File: config.mk
export PLATFORM = sky130hd
export DESIGN_NAME = mem_access_unit
export DESIGN_NICKNAME = d
export VERILOG_FILES = /design/src/rtl/mem_access_unit_pkg.sv /design/src/rtl/mem_access_unit.sv
export SDC_FILE = /design/constraint.sdc
export NUM_CORES = 1
export LEC_CHECK = 0
export ABC_AREA = 1
export BUFFER_PORTS_ARGS = -buffer_cell sky130_fd_sc_hd__buf_2
export CAP_MARGIN = 0
export CELL_PAD_IN_SITES_DETAIL_PLACEMENT = 1
export CELL_PAD_IN_SITES_GLOBAL_PLACEMENT = 1
export CORE_ASPECT_RATIO = 0.5
export CORE_MARGIN = 2
export CORE_UTILIZATION = 32
export CTS_CLUSTER_DIAMETER = 100
export CTS_CLUSTER_SIZE = 20
export DETAILED_ROUTE_END_ITERATION = 8
export PLACE_DENSITY_LB_ADDON = 0.1
export SLEW_MARGIN = 20
export SYNTH_ARGS = -nofsm -noshare
export SYNTH_HDL_FRONTEND = slang
export SYNTH_SLANG_ARGS = --single-unit
File: constraint.sdc
create_clock -name clock -period 1.8 [get_ports clock]
set_input_delay 0.36 -clock clock [delete_from_list [all_inputs] [get_ports clock]]
set_output_delay 0.36 -clock clock [all_outputs]
set_load 0.005 [all_outputs]
File: src/rtl/mem_access_unit_pkg.sv
// Shared definitions for the data-memory access path: FSM state encoding and
// default bus widths used by the MEM stage, this unit and dataMemory.
package mem_access_unit_pkg;

  localparam int ADDR_WIDTH = 16;
  localparam int DATA_WIDTH = 16;
  localparam int CNT_WIDTH  = 4;

  typedef enum logic [1:0] {
    IDLE  = 2'd0,
    WRITE = 2'd1,
    READ  = 2'd2,
    RESP  = 2'd3
  } state_t;

endpackage

File: src/rtl/mem_access_unit.sv
// Load/store sequencer between the MEM stage and the data memory: one request
// at a time, fixed read latency, registered response with range-error flag.
module mem_access_unit
  import mem_access_unit_pkg::*;
#(
  parameter int ADDR_WIDTH   = mem_access_unit_pkg::ADDR_WIDTH,
  parameter int DATA_WIDTH   = mem_access_unit_pkg::DATA_WIDTH,
  parameter int MEM_DEPTH    = 256,
  parameter int READ_LATENCY = 1
) (
  input  logic                  clock,
  input  logic                  reset,
  input  logic                  req_valid,
  output logic                  req_ready,
  input  logic                  req_write,
  input  logic [ADDR_WIDTH-1:0] req_addr,
  input  logic [DATA_WIDTH-1:0] req_wdata,
  output logic                  rsp_valid,
  input  logic                  rsp_ready,
  output logic [DATA_WIDTH-1:0] rsp_rdata,
  output logic                  rsp_error,
  output logic [ADDR_WIDTH-1:0] mem_address,
  output logic [DATA_WIDTH-1:0] mem_write_data,
  input  logic [DATA_WIDTH-1:0] mem_read_data,
  output logic                  mem_write_enable,
  output logic                  mem_read_enable,
  output logic                  busy
);

  // One extra bit so MEM_DEPTH == 2**ADDR_WIDTH still compares correctly.
  localparam logic [ADDR_WIDTH:0]  DEPTH_EXT = (ADDR_WIDTH + 1)'(MEM_DEPTH);
  localparam logic [CNT_WIDTH-1:0] LAT_INIT  = CNT_WIDTH'(READ_LATENCY - 1);

  state_t                  state_reg;
  logic [ADDR_WIDTH-1:0]   addr_reg;
  logic [DATA_WIDTH-1:0]   wdata_reg;
  logic [DATA_WIDTH-1:0]   rdata_reg;
  logic                    error_reg;
  logic [CNT_WIDTH-1:0]    count_reg;
  logic                    req_ready_reg;
  logic                    rsp_valid_reg;
  logic                    mem_we_reg;
  logic                    mem_re_reg;
  logic                    busy_reg;

  logic                    addr_bad;

  assign addr_bad = ({1'b0, req_addr} >= DEPTH_EXT);

  // Handshake and enable flags are registered alongside every state change so
  // they always equal the decode of state_reg.
  always_ff @(posedge clock) begin
    if (reset) begin
      state_reg     <= IDLE;
      addr_reg      <= '0;
      wdata_reg     <= '0;
      rdata_reg     <= '0;
      error_reg     <= 1'b0;
      count_reg     <= '0;
      req_ready_reg <= 1'b1;
      rsp_valid_reg <= 1'b0;
      mem_we_reg    <= 1'b0;
      mem_re_reg    <= 1'b0;
      busy_reg      <= 1'b0;
    end else begin
      case (state_reg)
        IDLE: begin
          if (req_valid) begin
            addr_reg      <= req_addr;
            wdata_reg     <= req_wdata;
            req_ready_reg <= 1'b0;
            busy_reg      <= 1'b1;
            if (addr_bad) begin
              error_reg     <= 1'b1;
              rdata_reg     <= '0;
              rsp_valid_reg <= 1'b1;
              state_reg     <= RESP;
            end else if (req_write) begin
              error_reg  <= 1'b0;
              rdata_reg  <= '0;
              mem_we_reg <= 1'b1;
              state_reg  <= WRITE;
            end else begin
              error_reg  <= 1'b0;
              count_reg  <= LAT_INIT;
              mem_re_reg <= 1'b1;
              state_reg  <= READ;
            end
          end
        end

        WRITE: begin
          mem_we_reg    <= 1'b0;
          rsp_valid_reg <= 1'b1;
          state_reg     <= RESP;
        end

        READ: begin
          if (count_reg == '0) begin
            rdata_reg     <= mem_read_data;
            mem_re_reg    <= 1'b0;
            rsp_valid_reg <= 1'b1;
            state_reg     <= RESP;
          end else begin
            count_reg <= count_reg - CNT_WIDTH'(1);
          end
        end

        RESP: begin
          if (rsp_ready) begin
            rsp_valid_reg <= 1'b0;
            req_ready_reg <= 1'b1;
            busy_reg      <= 1'b0;
            state_reg     <= IDLE;
          end
        end

        default: begin
          rsp_valid_reg <= 1'b0;
          mem_we_reg    <= 1'b0;
          mem_re_reg    <= 1'b0;
          req_ready_reg <= 1'b1;
          busy_reg      <= 1'b0;
          state_reg     <= IDLE;
        end
      endcase
    end
  end

  assign req_ready        = req_ready_reg;
  assign rsp_valid        = rsp_valid_reg;
  assign rsp_rdata        = rdata_reg;
  assign rsp_error        = error_reg;
  assign mem_address      = addr_reg;
  assign mem_write_data   = wdata_reg;
  assign mem_write_enable = mem_we_reg;
  assign mem_read_enable  = mem_re_reg;
  assign busy             = busy_reg;

endmodule

# Word-level counts from Yosys, hierarchy flattened
# Index checks and enable logic that the tools add are counted.
# totals
regBits	60
in_bits	53
word_cells	74
output_inout_bits	54
# op_classes
order_cmp	1
eq_ne	12
muxes	36
n_addsub	1
n_reduce_logical	13
# ops
cell	count
16-bit two-way mux	4
16-bit case mux with 2 select lines	1
16-bit by 9-bit >= comparator with 1-bit output (second input constant)	1
4-bit two-way mux	4
2-bit inequality test (second input constant)	8
1-bit two-way mux	15
4-bit AND reduction	3
2-bit two-way mux	5
5-bit AND reduction	2
1-bit case mux with 2 select lines	4
2-bit case mux with 4 select lines	1
4-bit case mux with 2 select lines	1
3-bit AND reduction	2
2-bit nonzero test	3
2-bit equality test (second input constant)	2
4-bit logical NOT	1
1-bit case mux with 4 select lines	1
4-bit by 1-bit subtractor with 4-bit output (second input constant)	1
3-bit inequality test (second input constant)	1
2-bit by 1-bit equality test with 1-bit output (second input constant)	1
2-bit logical NOT	1
2-bit AND reduction	1

# Depth between registers and ports, before layout
# depth
ltp_word	4
depth_mapped	12
depth_no_buf	11

# Least setup slack after synthesis
# OpenSTA, ideal clock, no wires.
# synth_path
path_type	register to register
from	register state_reg[0]
to	register rdata_reg[10] (netlist: rsp_rdata[10])
path_buffers	1
path_slack_ns	0.253
stages_incl_launch_ff	13
arrival_time_ns	1.483
period_less_slack_ns	1.547
cell_sequence	dfxtp_1 inv_1 ha_1 inv_2 nor2_4 inv_2 nand2_4 nor2_4 nand2_4 inv_4 buf_6 nor2_1 nor2_1
# synth_via
elab_chain_len	3
word_cells_on_any_way	8
classes_between	4 x eq/ne; 1 x mux; 3 x reduce/logical
# synth_rtl
item	line_no	source
start, declared	mem_access_unit.sv:34	state_t state_reg;
start signal, assigned	mem_access_unit.sv:54	state_reg <= IDLE;
start signal, assigned	mem_access_unit.sv:77	state_reg <= RESP;
start signal, assigned	mem_access_unit.sv:82	state_reg <= WRITE;
2-bit equality test or 2-bit logical NOT (tied branches)	mem_access_unit.sv:66	case (state_reg)
2-bit inequality test (no line) (tied with other cells)	--	
4-bit AND reduction (no line)	--	
end signal, assigned	mem_access_unit.sv:100	rdata_reg <= mem_read_data;
end, declared	mem_access_unit.sv:37	logic [DATA_WIDTH-1:0] rdata_reg;
# Parallel ways exist; a longest one is shown, timed or not.
# A chain may end at the register's enable or synchronous reset.

# Final worst setup path
# layout_path
from	register state_reg[0]
to	register rdata_reg[15] (netlist: rsp_rdata[15])
# The elaborated chain is that of the path after synthesis.

==> flow_summary.yaml <==
power_and_ir_drop:
  clkPwrFrac_pct: 28.3
  p_sw_uw: 2520
  internal-power_uw: 4030
  finalPower_uw: 6550
  power.share.sequential_pct: 30.2
  ir_worst_vdd_mv: 0.697
  p_per_area_nw_per_um2: 1850
  p_leak_uw: 0.00176
  pwr-share-comb_pct: 41.5
  p_sw_share_pct: 38.5
critical_path:
  cp_max_fo: 13
  ff2ff_path_depth: 11
  rr_startpoint: "state_reg[0]"
  crit_arrival_ps: 1810
  reg2reg_slack_ps: 210
  path_class: "register to register"
  cp-start-kind: "register"
  required_ps: 2020
  crit_path_end_kind: "register"
  r2r_end: "rsp_rdata[15]"
placement:
  dp_hpwl_um: 5640
  port_buffers: 106
  place_congestion: 0.801
synth:
  ys.flop_type: "dfxtp_1"
  synth_edf_count: 0
  muxShareOfSynthArea_pct: 0
  ys_ff_latch: 60
  async_reset_ff_share_pct: 0
  synth.area.top_cells: "dfxtp_1 (47%), nor2_1 (17%), nand2_1 (8.2%)"
  synth_top_area_share_pct: 46.9
  yosys.area_share.simple_pct: 33.3
  synth_nets: 419
  ys_seq_area_share_pct: 46.9
  synth_fa_ha_area_share_pct: 2.93
  synth_top_family_by_area: "simple AND/OR/NAND/NOR gates"
  synth.distinct_cells: 26
  yosysMostFrequentCell: "nor2_1"
  yosysTopAreaCell: "dfxtp_1"
  synth_common_cells: "nor2_1 (113), dfxtp_1 (60), nand2_1 (56)"
  synthXorXnorAreaFrac_pct: 0.342
  synth.avg_cell_area_um2: 7.11
  synth_cells: 360
  synth_compound_area_share_pct: 10.1
  synth_area_um2: 2560
  yosysWarningCount: 0
clock_tree:
  cts_tree: "done"
  htree_levels: 3
  cts_root_buffer: "clkbuf_16"
  ctsHoldBuffers: 0
  clk_pin_slew_worst_paths_ps: 60
  cts_buffer_depth: 2
  clock_sinks: 60
  clk_latency_ps: 330
  cts_made_buffers: 9
grt:
  met1_usage_pct: 21.0
  grt_pass1_vias: 2789
  grtUsageTotal_pct: 19.0
  use_met3_pct: 7.92
  grt_max_degree: 37
  top_usage_layer: "met2"
  globalRoute.totalOverflow: 0
  grt_pass1_wl_um: 12900
  grt_util_met2_pct: 34.5
  antenna_found_initial: 0
route:
  wirelength_um: 7780
  ant_nets: 0
  firstDrtPassIters: 4
  num_vias: 2665
  drc: 0
  wl_per_cell_um: 13.4
  drt_iter0_drc: 95
  post_drt_via_cell_ratio: 4.58
sta:
  rsz0062_at_grt: "false"
  fin_setup_tns_ps: 0
  fmax_mhz: 628
  worstMarginPinSlew_ps: 470
  fin_crit_sh_pct: 88.5
  hold_viol: 0
  finalSetupViolations: 0
  drv_slew: 0
  relSlewSlack_pct: 68.4
  fin_crit_ps: 1590
  fin_skew_ps: 6.36
worst_hold_path:
  hold_depth: 2
  hp-start: "reset"
  hold_path_class: "input port to register"
  min_to: "count_reg[2]"
layout:
  syn_to_final_growth_pct: 38.5
  layout-drive-gt1-share_pct: 32.1
  layout.nets: 528
  diodes: 0
floorplan:
  io_pins: 107
  die_height_um: 67.3
  die_width_um: 131
  rows: 22
  coreArea_um2: 7540
  initial_core_util_pct: 34.0
  dieArea_um2: 8780
run:
  max_cap_violations: 0
outcome:
  status: "finished, final reports clean"
placed cells by master, fill, tap and decap left out, types with 3 or more instances in the layout:
cell       count
nor2_1       113
clkinv_4       3
inv_2          3
clkbuf_16      9
ha_1           4
buf_4          9
a21oi_1       13
nand3_1       19
nor2_2         5
buf_2        106
nand2_1       56
inv_1         16
o21ai_0       37
dfxtp_1       58
cell type report:
| class | instances | area (µm²) |
|---|---|---|
| clock buffers | 9 | 225 |
| flip-flops and latches | 60 | 1200 |
| clock inverters | 7 | 100 |
| multi-input cells | 262 | 1200 |
| well taps | 108 | 135 |
| fillers | 1006 | 3990 |
| repair buffers | 115 | 598 |
| inverters | 21 | 81.3 |
worst max-delay path, stage by stage (launching register included):
cell	delay (ps)
dfxtp_2	350
inv_1	70
ha_2	230
inv_2	130
nor2_4	50
inv_2	70
nand2_4	60
nor2_4	110
buf_4	200
nand3_1	90
nand2_1	70
nor2_1	50
power groups by stage:
| stage | logic [µW] | clock network, µW | registers, µW |
|---|---|---|---|
| 2_1_floorplan | 1820 | 0 | 2010 |
| 3_3_place_gp | 2570 | 0 | 1970 |
| 3_5_place_dp | 2700 | 0 | 2000 |
| 4_1_cts | 2740 | 1910 | 1980 |
| 5_1_grt | 3150 | 1970 | 2030 |
| 6_report | 2720 | 1850 | 1980 |
per-stage QoR:
step | area (µm²) | worst slack, ps | utilization (%) | cells | hold WS (ps)
after floorplan | 2560 | 253 | - | 360 | 429
after global placement | 3210 | 181 | 42.6 | 566 | 445
after detailed placement | 3210 | 101 | 42.6 | 566 | 469
after CTS | 3540 | 83.8 | 46.9 | 582 | 217
after global routing | 3550 | 52.7 | 47.0 | 582 | 237
final | 3550 | 207 | 47.0 | 582 | 223
worst max-delay path by stage:
stage | from | endpoint
3_5_place_dp | state_reg[0] | rsp_rdata[15]
5_1_grt | state_reg[0] | count_reg[1]
6_report | state_reg[0] | rsp_rdata[15]
3_3_place_gp | req_addr[14] | rsp_rdata[15]
4_1_cts | state_reg[0] | rsp_rdata[15]
2_1_floorplan | state_reg[0] | rsp_rdata[10]
layer usage:
| metal | wire [µm] | part of all wire (%) |
|---|---|---|
| met1 | 3410 | 44 |
| met2 | 3620 | 46 |
| met3 | 681 | 8.7 |
| met4 | 74 | 0.95 |
| met5 | 0 | 0 |
what timing repair did:
action                     in CTS  in global routing
setup endpoints to repair       0                 18
setup buffers                   0                  0
gates resized for setup         0                  6
kinds of logic after synthesis:
kind of cell / after synthesis
AOI/OAI and AO/OA: 51
xor gates and xnor gates: 1
and+or+nand+nor: 204
buffers and inverters: 38
DFF: 60
adders and majority gates: 6
No activity file was read; power rests on OpenSTA's default activity.
